File: src/rtl/s2_stream_reader.sv
// s2_stream_reader: burst read initiator for the s2 port of an on-chip dual-port RAM.
// A start pulse launches a run of sequential single-word reads. Returned words are
// buffered and presented on a valid/ready stream. Reads are only issued while the
// buffer has room for every outstanding word, so backpressure can never overflow it.
module s2_stream_reader #(
   parameter int unsigned ADDR_W       = 10,
   parameter int unsigned DATA_W       = 32,
   parameter int unsigned READ_LATENCY = 1,
   parameter int unsigned FIFO_DEPTH   = 4
) (
   input  logic                clk_clk,
   input  logic                reset_reset_n,
   input  logic                start,
   input  logic [ADDR_W-1:0]   base_addr,
   input  logic [ADDR_W:0]     count,
   output logic                busy,
   output logic                done,
   output logic [ADDR_W-1:0]   s2_address,
   output logic                s2_chipselect,
   output logic                s2_clken,
   output logic                s2_write,
   output logic [DATA_W-1:0]   s2_writedata,
   output logic [DATA_W/8-1:0] s2_byteenable,
   input  logic [DATA_W-1:0]   s2_readdata,
   output logic [DATA_W-1:0]   out_data,
   output logic                out_valid,
   input  logic                out_ready,
   output logic                out_last
);

   localparam int unsigned PTR_W = $clog2(FIFO_DEPTH);
   localparam int unsigned CNT_W = $clog2(FIFO_DEPTH + 1);
   localparam int unsigned SUM_W = CNT_W + 1;
   localparam int unsigned REM_W = ADDR_W + 1;

   localparam logic [SUM_W-1:0] DEPTH_C   = SUM_W'(FIFO_DEPTH);
   localparam logic [REM_W-1:0] REM_ONE_C = REM_W'(1);
   localparam logic [CNT_W-1:0] OCC_ONE_C = CNT_W'(1);

   // Reject parameter sets the return path cannot support.
   if (READ_LATENCY == 0 || READ_LATENCY > 2) begin : g_bad_latency
      $error("s2_stream_reader: READ_LATENCY must be 1 or 2");
   end
   if (FIFO_DEPTH < READ_LATENCY + 1 || (FIFO_DEPTH & (FIFO_DEPTH - 1)) != 0) begin : g_bad_depth
      $error("s2_stream_reader: FIFO_DEPTH must be a power of two >= READ_LATENCY+1");
   end

   typedef enum logic [1:0] {StIdle, StIssue, StDrain} state_e;

   state_e                  r_state;
   state_e                  w_state_nxt;
   logic                    r_done;
   logic                    w_done_nxt;
   logic                    w_accept;

   logic [ADDR_W-1:0]       r_ptr;
   logic [REM_W-1:0]        r_remaining;

   // Strobe tags: bit READ_LATENCY-1 lines up with the cycle s2_readdata is valid.
   logic [READ_LATENCY-1:0] r_vld_sr;
   logic [READ_LATENCY-1:0] r_last_sr;

   logic [DATA_W-1:0]       r_mem [FIFO_DEPTH];
   logic [FIFO_DEPTH-1:0]   r_mem_last;
   logic [PTR_W-1:0]        r_wr_ptr;
   logic [PTR_W-1:0]        r_rd_ptr;
   logic [CNT_W-1:0]        r_occ;

   logic [CNT_W-1:0]        w_in_flight;
   logic                    w_credit_ok;
   logic                    w_issue;
   logic                    w_issue_last;
   logic                    w_fifo_wr;
   logic                    w_pop;
   logic                    w_final_hs;

   // Count reads whose data is still travelling back from the RAM.
   always_comb begin
      w_in_flight = '0;
      for (int i = 0; i < READ_LATENCY; i++) begin
         w_in_flight = w_in_flight + CNT_W'(r_vld_sr[i]);
      end
   end

   // A read is allowed only if the buffer can absorb it alongside everything outstanding.
   assign w_credit_ok  = ({1'b0, w_in_flight} + {1'b0, r_occ}) < DEPTH_C;
   assign w_issue      = (r_state == StIssue) && (r_remaining != '0) && w_credit_ok;
   assign w_issue_last = w_issue && (r_remaining == REM_ONE_C);
   assign w_fifo_wr    = r_vld_sr[READ_LATENCY-1];
   assign w_pop        = out_valid && out_ready;
   // Final word leaves the buffer with nothing behind it.
   assign w_final_hs   = w_pop && r_mem_last[r_rd_ptr] && (r_occ == OCC_ONE_C)
                         && (w_in_flight == '0);

   // State register and done pulse.
   always_ff @(posedge clk_clk) begin
      if (!reset_reset_n) begin
         r_state <= StIdle;
         r_done  <= 1'b0;
      end else begin
         r_state <= w_state_nxt;
         r_done  <= w_done_nxt;
      end
   end

   // Next-state logic; a zero-length request completes without leaving IDLE.
   always_comb begin
      w_state_nxt = r_state;
      w_done_nxt  = 1'b0;
      w_accept    = 1'b0;
      unique case (r_state)
         StIdle: begin
            if (start) begin
               if (count == '0) begin
                  w_done_nxt = 1'b1;
               end else begin
                  w_accept    = 1'b1;
                  w_state_nxt = StIssue;
               end
            end
         end
         StIssue: begin
            if (w_issue_last) begin
               w_state_nxt = StDrain;
            end
         end
         StDrain: begin
            if (w_final_hs) begin
               w_done_nxt  = 1'b1;
               w_state_nxt = StIdle;
            end
         end
         default: begin
            w_state_nxt = StIdle;
         end
      endcase
   end

   // Address pointer and remaining-word counter; only loaded from the inputs in IDLE.
   always_ff @(posedge clk_clk) begin
      if (!reset_reset_n) begin
         r_ptr       <= '0;
         r_remaining <= '0;
      end else if (w_accept) begin
         r_ptr       <= base_addr;
         r_remaining <= count;
      end else if (w_issue) begin
         r_ptr       <= r_ptr + ADDR_W'(1);
         r_remaining <= r_remaining - REM_ONE_C;
      end
   end

   // Tag each strobe (and whether it is the last) as it travels through the RAM pipeline.
   always_ff @(posedge clk_clk) begin
      if (!reset_reset_n) begin
         r_vld_sr  <= '0;
         r_last_sr <= '0;
      end else begin
         r_vld_sr[0]  <= w_issue;
         r_last_sr[0] <= w_issue_last;
         for (int i = 1; i < READ_LATENCY; i++) begin
            r_vld_sr[i]  <= r_vld_sr[i-1];
            r_last_sr[i] <= r_last_sr[i-1];
         end
      end
   end

   // Buffer pointers and occupancy.
   always_ff @(posedge clk_clk) begin
      if (!reset_reset_n) begin
         r_wr_ptr <= '0;
         r_rd_ptr <= '0;
         r_occ    <= '0;
      end else begin
         if (w_fifo_wr) begin
            r_wr_ptr <= r_wr_ptr + PTR_W'(1);
         end
         if (w_pop) begin
            r_rd_ptr <= r_rd_ptr + PTR_W'(1);
         end
         case ({w_fifo_wr, w_pop})
            2'b10:   r_occ <= r_occ + OCC_ONE_C;
            2'b01:   r_occ <= r_occ - OCC_ONE_C;
            default: r_occ <= r_occ;
         endcase
      end
   end

   // Buffer storage; contents are don't-care while unoccupied, so no reset is needed.
   always_ff @(posedge clk_clk) begin
      if (w_fifo_wr) begin
         r_mem[r_wr_ptr]      <= s2_readdata;
         r_mem_last[r_wr_ptr] <= r_last_sr[READ_LATENCY-1];
      end
   end

   // The credit scheme must always leave room for a returning word.
   assert property (@(posedge clk_clk) disable iff (!reset_reset_n)
                    w_fifo_wr |-> (({1'b0, r_occ} < DEPTH_C) || w_pop));

   assign busy          = (r_state != StIdle);
   assign done          = r_done;
   assign s2_address    = r_ptr;
   assign s2_chipselect = w_issue;
   assign s2_clken      = 1'b1;
   assign s2_write      = 1'b0;
   assign s2_writedata  = '0;
   assign s2_byteenable = '1;

   // Stream outputs are gated by valid so stale buffer contents never show.
   assign out_valid = (r_occ != '0);
   assign out_data  = out_valid ? r_mem[r_rd_ptr] : '0;
   assign out_last  = out_valid & r_mem_last[r_rd_ptr];

endmodule

File: config.mk
export PLATFORM = sky130hd
export DESIGN_NAME = s2_stream_reader
export DESIGN_NICKNAME = d
export VERILOG_FILES = /design/src/rtl/s2_stream_reader.sv
export SDC_FILE = /design/constraint.sdc
export NUM_CORES = 1
export LEC_CHECK = 0
export ABC_CLOCK_PERIOD_IN_PS = 2500
export BUFFER_PORTS_ARGS = -buffer_cell sky130_fd_sc_hd__buf_2
export CAP_MARGIN = 0
export CORE_MARGIN = 4
export CORE_UTILIZATION = 50
export DETAILED_ROUTE_END_ITERATION = 10
export MAX_ROUTING_LAYER = met4
export PLACE_DENSITY = 0.73
export SETUP_SLACK_MARGIN = 0.05
export SYNTH_ARGS = -nofsm -noshare
export SYNTH_HDL_FRONTEND = slang
export SYNTH_SLANG_ARGS = --single-unit
export TNS_END_PERCENT = 5
File: constraint.sdc
create_clock -name clk_clk -period 2.5 [get_ports clk_clk]
set_input_delay 0.25 -clock clk_clk [delete_from_list [all_inputs] [get_ports clk_clk]]
set_output_delay 0.25 -clock clk_clk [all_outputs]
set_load 0.05 [all_outputs]
# After elaboration in Yosys (flattened, before gate mapping)
# Memory sizes are Yosys's and may differ from the RTL's. A register that Yosys moved wholly into a read port is not among the register bits.
# Index checks and enable logic that the tools add are counted.
[totals]
elab_cells = 77
ram_bits = 128
romBits = 0
input_bits = 57
latch_bits = 0
memories = 1
regBits = 37
output_inout_bits = 85
[mem_list]
columns = ["memory", "words", "word_bits", "read_ports", "rd_ports_with_merged_regs", "write_ports", "line", "text"]
rows = [
  ["r_mem", 4, 32, 1, 1, 1, "63", "logic [DATA_W-1:0] r_mem [FIFO_DEPTH];"],
]
[op_classes]
order_cmp = 4
n_reduce_logical = 17
add_sub_neg = 7
eq_ne = 10
n_shift = 0
mul = 0
bitwise = 1
muxes = 27
n_div = 0
[op_table]
columns = ["operator", "n"]
rows = [
  ["32-bit 2-to-1 mux", 1],
  ["11-bit 2-to-1 mux", 2],
  ["10-bit 2-to-1 mux", 2],
  ["2-bit 2-to-1 mux", 6],
  ["11-bit by 1-bit == test with 1-bit output, second input constant", 1],
  ["11-bit zero test", 1],
  ["11-bit nonzero test", 1],
  ["11-bit by 1-bit subtractor with 11-bit output, second input constant", 1],
  ["10-bit by 1-bit adder with 10-bit output, second input constant", 1],
  ["1-bit 2-to-1 mux", 10],
  ["1-bit logical AND", 8],
  ["2-bit != test, second input constant", 4],
  ["2-bit by 3-bit < comparator with 1-bit output, second input constant", 2],
  ["2-bit case mux with 3 select lines", 1],
  ["3-bit case mux with 2 select lines", 1],
  ["2-bit nonzero test", 3],
  ["1-bit by 3-bit adder with 4-bit output", 1],
  ["2-bit by 1-bit adder with 2-bit output, second input constant", 2],
  ["4-bit bitwise mux", 1],
  ["2-bit by 1-bit == test with 1-bit output, second input constant", 2],
  ["2-bit == test, second input constant", 2],
  ["4-bit by 3-bit < comparator with 1-bit output, second input constant", 1],
  ["4-bit AND reduction", 1],
  ["3-bit by 1-bit adder with 3-bit output, second input constant", 1],
  ["10 further kinds", 10],
]

# Longest topological paths before layout
# Gate-level depths: netlist of run 1.
[depth]
ltp_word = 7
mapped_depth = 8
ltp_nobuf = 8

# Worst setup path before layout of run 1
# Ideal clock, no wire load.
[synth_timing]
path_type = "register to output"
start = "register r_occ[0]"
end = "output out_data[22]"
arrival_ns = 1.914
path_buffers = 1
stages_incl_launch_ff = 6
slack_ns = 0.336
t_required_ns = 2.250
path_cell_list = "dfxtp_1 > inv_1 > ha_1 > nand2b_1 > clkbuf_1 > and2_1"
[synth_via]
elab_chain_len = 2
[synth_lines]
columns = ["item", "line", "text"]
rows = [
  ["from (decl)", "67", "logic [CNT_W-1:0] r_occ;"],
  ["from (signal assigned)", "182", "2'b10: r_occ <= r_occ + OCC_ONE_C;"],
  ["from (signal assigned)", "183", "2'b01: r_occ <= r_occ - OCC_ONE_C;"],
  ["from (signal assigned)", "184", "default: r_occ <= r_occ;"],
  ["3-bit nonzero test", "211", "assign out_valid = (r_occ != '0);"],
  ["net out_valid", "26", "output logic out_valid,"],
  ["32-bit 2-to-1 mux", "212", "assign out_data = out_valid ? r_mem[r_rd_ptr] : '0;"],
  ["to (decl)", "25", "output logic [DATA_W-1:0] out_data,"],
]
# The timed path passes the listed nets, and every way through them passes these cells.

# Worst setup path after layout of run 1
[layout_timing]
start = "register r_remaining[0]"
end = "output s2_chipselect"
[layout_via]
elab_chain_len = 3
[layout_lines]
columns = ["item", "line", "text"]
rows = [
  ["from (decl)", "57", "logic [REM_W-1:0] r_remaining;"],
  ["from (signal assigned)", "146", "r_remaining <= count;"],
  ["from (signal assigned)", "149", "r_remaining <= r_remaining - REM_ONE_C;"],
  ["11-bit nonzero test", "87", "assign w_issue = (r_state == StIssue) && (r_remaining != '0) && w_credit_ok;"],
  ["1-bit logical AND (2 in a row)", "87", ""],
  ["to (decl)", "19", "output logic s2_chipselect,"],
]
# Every way passes these cells.

==> results of run 1 <==
placed cells by master (no fill, tap or decap), types with 7 or more instances in the layout:
cell type and n:
a21oi_1 18, and2_1 35, buf_2 103, buf_4 12, clkbuf_16 17, conb_1 38
dfxtp_1 33, edfxtp_1 132, ha_1 13, inv_1 12, mux4_2 33, nand2_1 23
nand3_1 7, nor2_1 17, nor3_1 10
report_power, final:
part	leakage (nW)	switching [mW]	internal [mW]
clock network	0.264	1.08	1.29
logic	1.38	2.31	1.05
registers	1.48	0.130	3.15
total	3.12	3.52	5.49
layer usage:
metal  vias up  track usage [%]  share of wire, %
met4         0             5.44               1.1
li1       2011                -                 -
met2       165             30.0                52
met3        14             5.23               7.2
met5         -                -                 0
met1      2119             21.7                40
what timing repair did:
action                     in CTS  in global routing
setup endpoints to repair       1                  1
pin swaps                       0                  0
hold buffers                    0                  0
resized for setup               1                  2
logic make-up after synthesis:
logic type	share of synthesized area, %
buf+inv	5.80
flops	64.0
simple gates	10.5
xor+xnor	0.721
mux	11.2
other cells	0.103
compound gates	5.48
fa+ha+maj	2.23
worst max-delay path: cells and delay by family, from the launching register on:
kind,cells,cell delay (ps)
buffers and inverters,3,580
adder cells (fa/ha/maj),1,210
AND/OR/NAND/NOR,3,410
flip-flops,1,420
cell type report:
class / instances / area, um^2
Multi-Input combinational cell: 283 / 2360
Tap cell: 180 / 225
Clock buffer: 17 / 425
Timing Repair Buffer: 118 / 666
Fill cell: 1103 / 5590
Sequential cell: 167 / 4670
Clock inverter: 15 / 116
Inverter: 13 / 48.8
stage by stage:
stage | utilization, % | std cells | setup WS, ps | total power [mW] | area, um^2
after floorplan | - | 521 | 336 | 5.98 | 7430
after global placement | 56.4 | 761 | 488 | 6.70 | 7950
after detailed placement | 56.4 | 761 | 437 | 6.74 | 7950
after CTS | 60.3 | 793 | 91.6 | 9.10 | 8490
after global routing | 60.3 | 793 | 82.7 | 9.46 | 8500
final | 60.3 | 793 | 204 | 9.01 | 8500
registers in the layout, summed over array words and instances (netlist names), named ones only:
name / count
r_mem: 128
r_remaining: 11
s2_address: 10
r_mem_last: 4
r_occ: 3
r_rd_ptr: 2
r_state: 2
r_wr_ptr: 2
done: 1
r_last_sr: 1
r_vld_sr: 1
worst min path at each step:
stage	slack, ps	cells after the start	to
after floorplan	350	0	r_mem[0][0]
after global placement	460	1	r_mem[2][7]
after detailed placement	470	2	s2_address[9]
after CTS	20	1	r_mem[1][9]
after global routing	20	1	r_mem[3][7]
final	40	1	r_mem[2][5]
==> flow_metrics.py, run 1 <==
metrics = {
    "outcome": {
        "outcome": "completed",
    },
    "floorplanning": {
        "initial_core_util_pct": 51.7,
        "die_h_um": 129,
        "rows": 43,
        "die_area_um2": 16600,
        "io_pins": 142,
        "core_um2": 14100,
        "die_w_um": 129,
    },
    "sta": {
        "fmax_ghz": 0.436,
        "final.setup.tns_ps": 0,
        "finalSetupViolations": 0,
        "period_minus_slack_ps": 2300,
        "maxSlewHeadroom_pct": 60.7,
        "hold_slack_ps": 38.2,
        "drv_slew": 0,
        "rsz0062_at_grt": "no",
        "clock_skew_ps": 9.62,
        "finalCritPeriodShare_pct": 91.8,
        "final-hold-violation-count": 0,
        "worst_pin_slew_ps": 589,
    },
    "placement": {
        "hpwl_mm": 9.68,
        "port_buffers": 103,
        "place.gp.congestion": 0.915,
    },
    "setup_path": {
        "slowest_stage": "dfxtp_1",
        "cp_max_fo": 9,
        "crit_start": "r_remaining[0]",
        "r2r_setup_slack_ps": 550,
        "worstPathRequired_ps": 2250,
        "end_kind": "output port",
        "slowest_delay_ps": 420,
        "crit_end": "s2_chipselect",
        "criticalPathCategory": "flop to output port",
        "critPathLaunchType": "flop",
        "cp.arrival_ps": 2050,
        "r2r_cells": 8,
        "cp_cell_sequence": "inv_1, ha_1, nor2b_1, nand3_2, nand2_2, inv_2, buf_2",
        "r2r-end": "s2_address[0]",
        "crit-reg2reg-launch": "r_remaining[0]",
    },
    "routing": {
        "wl_per_cell_um": 17.6,
        "drtIter0Drc": 268,
        "vias_per_cell": 5.43,
        "ant_nets": 0,
        "via_count": 4309,
        "drt-pass1-iter-count": 5,
        "drc_errors": 0,
        "wl_mm": 14.0,
    },
    "clock_tree": {
        "cts_made_buffers": 17,
        "cts_max_level": 4,
        "cts_tree": "done",
        "clkSinkCount": 167,
        "postCtsSetupRepairBufs": 0,
        "clock_latency_ps": 420,
        "cts_root_buffer": "clkbuf_16",
        "clockBufferDepth": 2,
        "clk_pin_slew_worst_paths_ps": 70,
    },
    "global_routing": {
        "globalRouteOverflowTotal": 0,
        "grt_pass1_wl_mm": 22.1,
        "grtUsageTotal_pct": 18.1,
        "antenna_found_initial": 0,
        "grt_pass1_vias": 4270,
        "grt_max_degree": 33,
    },
    "job": {
        "cap_viol_max_count": 0,
    },
    "finish": {
        "diodes": 0,
        "nets": 670,
        "drive_gt1_share_pct": 34.3,
        "syn_to_final_growth_pct": 16.6,
    },
    "logic_synthesis": {
        "synth_area_um2": 7290,
        "synthArstFlopShare_pct": 0,
        "avgSynthCellArea_um2": 15.0,
        "yosys_warnings": 0,
        "ys_ff_latch": 167,
        "ys_types": 58,
        "seq_area_frac_synth_pct": 64.0,
        "synth.most_common_cell": "edfxtp_1",
        "synth-edff-count": 132,
        "ys_top_cells_by_count": "132 x edfxtp_1, 39 x and2_1, 38 x buf_4, 35 x dfxtp_1, 33 x mux4_2",
        "synth_cells": 485,
        "yosys-top-cells-area": "edfxtp_1 54%, mux4_2 10%, dfxtp_1 9.6%, buf_4 3.9%, and2_1 3.3%",
        "synth_top_flop_cell": "edfxtp_1",
        "yosysTopAreaCell": "edfxtp_1",
        "netlist.area_leader.share_pct": 54.4,
    },
    "worst_hold_path": {
        "worstHoldStart": "s2_readdata[5]",
        "min_path_type": "primary input to flop",
    },
    "power": {
        "peakVddDrop_mv": 0.649,
        "powerDensity_nw_per_um2": 1060,
        "leakagePower_nw": 3.12,
    },
}
Note: power is estimated with default switching activity, not from simulation.
==> run 2: changes to the inputs <==
Settings changed: BUFFER_PORTS_ARGS -buffer_cell sky130_fd_sc_hd__buf_2 to -buffer_cell sky130_fd_sc_hd__clkbuf_2.
==> run 2 against run 1 <==
Net effect: hold slack better by 3.5 ps; non-clock buffer count grew 2; sequential share of layout area about the same; largest cell class unchanged; largest power group unchanged.
==> flow_metrics.py, run 2 (synthesized netlist as in run 1, its figures left out) <==
metrics = {
    "setup_path": {
        "worstPathRequired_ps": 2250,
        "r2r_cells": 6,
        "end_kind": "output port",
        "criticalPathCategory": "flop to output port",
        "cp.arrival_ps": 2080,
        "critPathLaunchType": "flop",
        "cp_max_fo": 9,
    },
    "finish": {
        "largest-register": "r_mem",
        "nets": 672,
        "nFillCells": 1085,
        "largest_register_ffs": 128,
        "fin_area_um2": 8500,
        "finalNonFillerCells": 794,
        "final_common_cell": "edfxtp_1",
        "diodes": 0,
        "drive_gt1_share_pct": 34.7,
        "multiInputGateArea_um2": 2350,
        "fin_util_pct": 60.3,
        "seqCellArea_um2": 4670,
        "syn_to_final_growth_pct": 16.6,
        "mostFrequentLayoutCells": "132 x edfxtp_1, 103 x clkbuf_2, 38 x conb_1, 35 x and2_1",
    },
    "routing": {
        "wl_mm": 14.1,
        "drtIter0Drc": 302,
        "wl_per_cell_um": 17.8,
        "ant_nets": 0,
        "drc_errors": 0,
        "via_count": 4325,
        "vias_per_cell": 5.45,
        "drt-pass1-iter-count": 5,
    },
    "placement": {
        "dp.cells": 761,
        "place.gp.congestion": 0.902,
        "hpwl_mm": 9.74,
        "port_buffers": 103,
        "place_area_um2": 7950,
    },
    "job": {
        "cap_viol_max_count": 0,
    },
    "floorplanning": {
        "io_pins": 142,
        "die_w_um": 129,
        "initial_core_util_pct": 51.7,
        "core_um2": 14100,
        "rows": 43,
        "die_area_um2": 16600,
        "die_h_um": 129,
    },
    "sta": {
        "period_minus_slack_ps": 2330,
        "final.setup.tns_ps": 0,
        "maxSlewHeadroom_pct": 51.7,
        "rsz0062_at_grt": "no",
        "finalSetupViolations": 0,
        "clock_skew_ps": 7.22,
        "fmax_ghz": 0.430,
        "worst_pin_slew_ps": 723,
        "final-hold-violation-count": 0,
        "drv_slew": 0,
        "finalCritPeriodShare_pct": 93.0,
    },
    "clock_tree": {
        "cts_made_buffers": 17,
        "hold_buffers": 0,
        "clkSinkCount": 167,
        "clockBufferDepth": 2,
        "clock_latency_ps": 430,
        "cts_max_level": 4,
        "cts_tree": "done",
        "cts_root_buffer": "clkbuf_16",
        "clk_pin_slew_worst_paths_ps": 60,
    },
    "power": {
        "peakVddDrop_mv": 0.548,
        "leakagePower_nw": 3.10,
        "finalPower_mw": 8.99,
        "powerDensity_nw_per_um2": 1060,
    },
    "worst_hold_path": {
        "min_path_type": "primary input to flop",
        "worstHoldPathCells": 1,
    },
    "global_routing": {
        "grtUsageTotal_pct": 18.2,
        "grt_pass1_vias": 4404,
        "grt_pass1_wl_mm": 22.3,
        "globalRouteOverflowTotal": 0,
        "antenna_found_initial": 0,
        "grt_max_degree": 33,
    },
    "outcome": {
        "outcome": "completed",
    },
}
run 2: changes by cell type in the layout (fill, tap and decap cells not counted), sizes merged:
cell      previous run  this run
clkinvlp             2         4
clkinv               6         5
inv                 20        17
clkbuf              17       121
buf                118        17
run 2: final timing paths:
path	slack, ps	endpoint	from
hold / removal	40	r_mem[0][19]	s2_readdata[19]
hold reg to reg	480	s2_address[9]	s2_address[9]
setup / recovery	170	s2_chipselect	r_remaining[2]
setup reg to reg	540	s2_address[5]	r_remaining[2]
run 2: what timing repair did:
item / CTS / global route
gates cloned: 0 / 0
gates resized for setup: 1 / 2
setup endpoints to repair: 1 / 1
pin swaps: 0 / 1
buffers inserted: 0 / 2
run 2: where the power goes:
group          switching [mW]  internal [mW]  total (mW)  leakage, nW
Clock                    1.06           1.27        2.33        0.251
Sequential              0.125           3.15        3.27         1.48
Combinational            2.34           1.05        3.39         1.37
run 2: cell type report:
cell class | instances | share of cell area, %
flip-flops and latches | 167 | 54.9
clock buffers | 18 | 5.05
repair buffers | 120 | 8.01
inverters | 13 | 0.574
multi-input cells | 283 | 27.6
clock inverters | 13 | 1.18
well taps | 180 | 2.65
run 2: metrics by stage:
stage / worst slack, ps / hold slack [ps]
4_1_cts: 56.0 / 19.3
2_1_floorplan: 336 / 349
5_1_grt: 62.6 / 23.7
6_report: 174 / 41.7
3_3_place_gp: 344 / 450
3_5_place_dp: 302 / 470
run 2: critical path, stage by stage (launching register included):
cell	delay [ps]
dfxtp_1	400
nor4_2	500
nand3_2	140
nand2_2	220
inv_2	130
clkbuf_2	260
run 2: metal layers:
layer  up-vias  global-route usage (%)  part of all wire, %
li1       2016                       -                    -
met2       166                    29.0                   51
met5         -                       -                    0
met4         0                    7.47                  1.9
met1      2120                    22.6                   41
met3        23                    4.19                  6.1
==> run 3: changes to the inputs <==
Settings changed: PLACE_DENSITY 0.73 to 0.82.
==> run 3 against run 2 <==
Net effect: worst setup slack better by 21 ps; non-clock buffer count shrank 1; sequential power grew 2%; clock skew increased by 2.2 ps; clock power up 5%; critical path depth is 1 lower; sequential share of layout area is 0.36 points lower; critical endpoint is now out_data[9]; highest routed layer unchanged.
==> flow_metrics.py, run 3 (synthesized netlist as in run 1, its figures left out) <==
metrics = {
    "outcome": {
        "outcome": "completed",
    },
    "finish": {
        "syn_to_final_growth_pct": 17.4,
        "largest_register_ffs": 128,
        "nets": 671,
        "seqCellArea_um2": 4670,
        "diodes": 0,
        "multiInputGateArea_um2": 2360,
        "largest-register": "r_mem",
        "nFillCells": 1034,
        "drive_gt1_share_pct": 33.4,
        "final_common_cell": "edfxtp_1",
        "fin_area_um2": 8560,
        "mostFrequentLayoutCells": "132 x edfxtp_1, 102 x clkbuf_2, 38 x conb_1, 35 x and2_1",
    },
    "sta": {
        "maxSlewHeadroom_pct": 54.9,
        "clock_skew_ps": 9.43,
        "fmax_ghz": 0.434,
        "finalSetupViolations": 0,
        "final.setup.tns_ps": 0,
        "worst_slack_ps": 195,
        "period_minus_slack_ps": 2300,
        "final-hold-violation-count": 0,
        "rsz0062_at_grt": "no",
        "drv_slew": 0,
        "finalCritPeriodShare_pct": 92.2,
        "worst_pin_slew_ps": 675,
    },
    "placement": {
        "hpwl_mm": 10.4,
        "place_area_um2": 8000,
        "place_ws_ps": 456,
        "place.gp.congestion": 0.916,
        "port_buffers": 103,
    },
    "routing": {
        "wl_per_cell_um": 19.0,
        "drt-pass1-iter-count": 5,
        "drtIter0Drc": 345,
        "drc_errors": 0,
        "wl_mm": 15.1,
        "ant_nets": 0,
        "vias_per_cell": 5.57,
        "via_count": 4425,
    },
    "global_routing": {
        "grtUsageTotal_pct": 19.4,
        "grt_pass1_vias": 4450,
        "antenna_found_initial": 0,
        "met3_usage_pct": 4.90,
        "grt_util_met2_pct": 31.2,
        "grt_max_degree": 28,
        "globalRouteOverflowTotal": 0,
        "met1_usage_pct": 24.1,
        "grt.busiest_layer": "met2",
        "grt_pass1_wl_mm": 23.8,
    },
    "setup_path": {
        "cp.arrival_ps": 2050,
        "end_kind": "output port",
        "criticalPathCategory": "flop to output port",
        "cp_max_fo": 10,
        "critPathLaunchType": "flop",
        "worstPathRequired_ps": 2250,
        "r2r_setup_slack_ps": 520,
    },
    "floorplanning": {
        "die_w_um": 129,
        "die_area_um2": 16600,
        "rows": 43,
        "core_um2": 14100,
        "initial_core_util_pct": 51.7,
        "die_h_um": 129,
        "io_pins": 142,
    },
    "clock_tree": {
        "hold_buffers": 0,
        "clkSinkCount": 167,
        "cts_max_level": 4,
        "cts_tree": "done",
        "cts_root_buffer": "clkbuf_16",
        "clockBufferDepth": 2,
        "postCtsSetupRepairBufs": 0,
        "clk_pin_slew_worst_paths_ps": 60,
        "cts_made_buffers": 17,
        "cts_resized": 1,
        "clock_latency_ps": 420,
    },
    "job": {
        "cap_viol_max_count": 0,
    },
    "power": {
        "powerDensity_nw_per_um2": 1070,
        "peakVddDrop_mv": 0.628,
        "leakagePower_nw": 3.13,
    },
    "worst_hold_path": {
        "min_path_type": "primary input to flop",
    },
}
-- run 3: worst paths after layout --
kind,start,endpoint,depth (start not counted)
max,flop,out_data[9],4
min,s2_readdata[10],r_mem[1][10],1
max reg2reg,r_occ[0],r_occ[2],7
min reg2reg,s2_address[9],s2_address[9],2
-- run 3: cell type report --
class | count | area share [%]
clock buffer | 21 | 5.14
clock inverter | 11 | 1.26
inverter | 13 | 0.570
multi-input combinational | 283 | 27.5
sequential | 167 | 54.5
tap | 180 | 2.63
timing repair buffer | 119 | 8.33
-- run 3: power breakdown --
group          switching (mW)  internal [mW]  total, mW
Combinational            2.33           1.07       3.41
Clock                   0.982           1.45       2.44
Sequential              0.168           3.15       3.32
Total                    3.48           5.68       9.16
-- run 3: through the flow --
| step | std cells | power [mW] | util (%) | hold WS (ps) |
|---|---|---|---|---|
| floorplan | 521 | 5.98 | - | 349 |
| global placement | 762 | 6.73 | 56.7 | 463 |
| detailed placement | 762 | 6.78 | 56.7 | 470 |
| CTS | 794 | 9.21 | 60.6 | 33.3 |
| global route | 794 | 9.59 | 60.7 | 33.3 |
| finish | 794 | 9.16 | 60.7 | 50.2 |
-- run 3: routing by layer --
metal	part of all wire [%]	vias up	routed length, um
li1	-	2006	-
met1	40	2194	6040
met2	51	207	7680
met3	7.7	18	1160
met4	1.3	0	193
met5	0	-	0
-- run 3: worst max-delay path: stages, from the launching register on --
cell      delay, ps
dfxtp_4         470
buf_4           240
mux4_2          530
and2_1          170
clkbuf_2        230
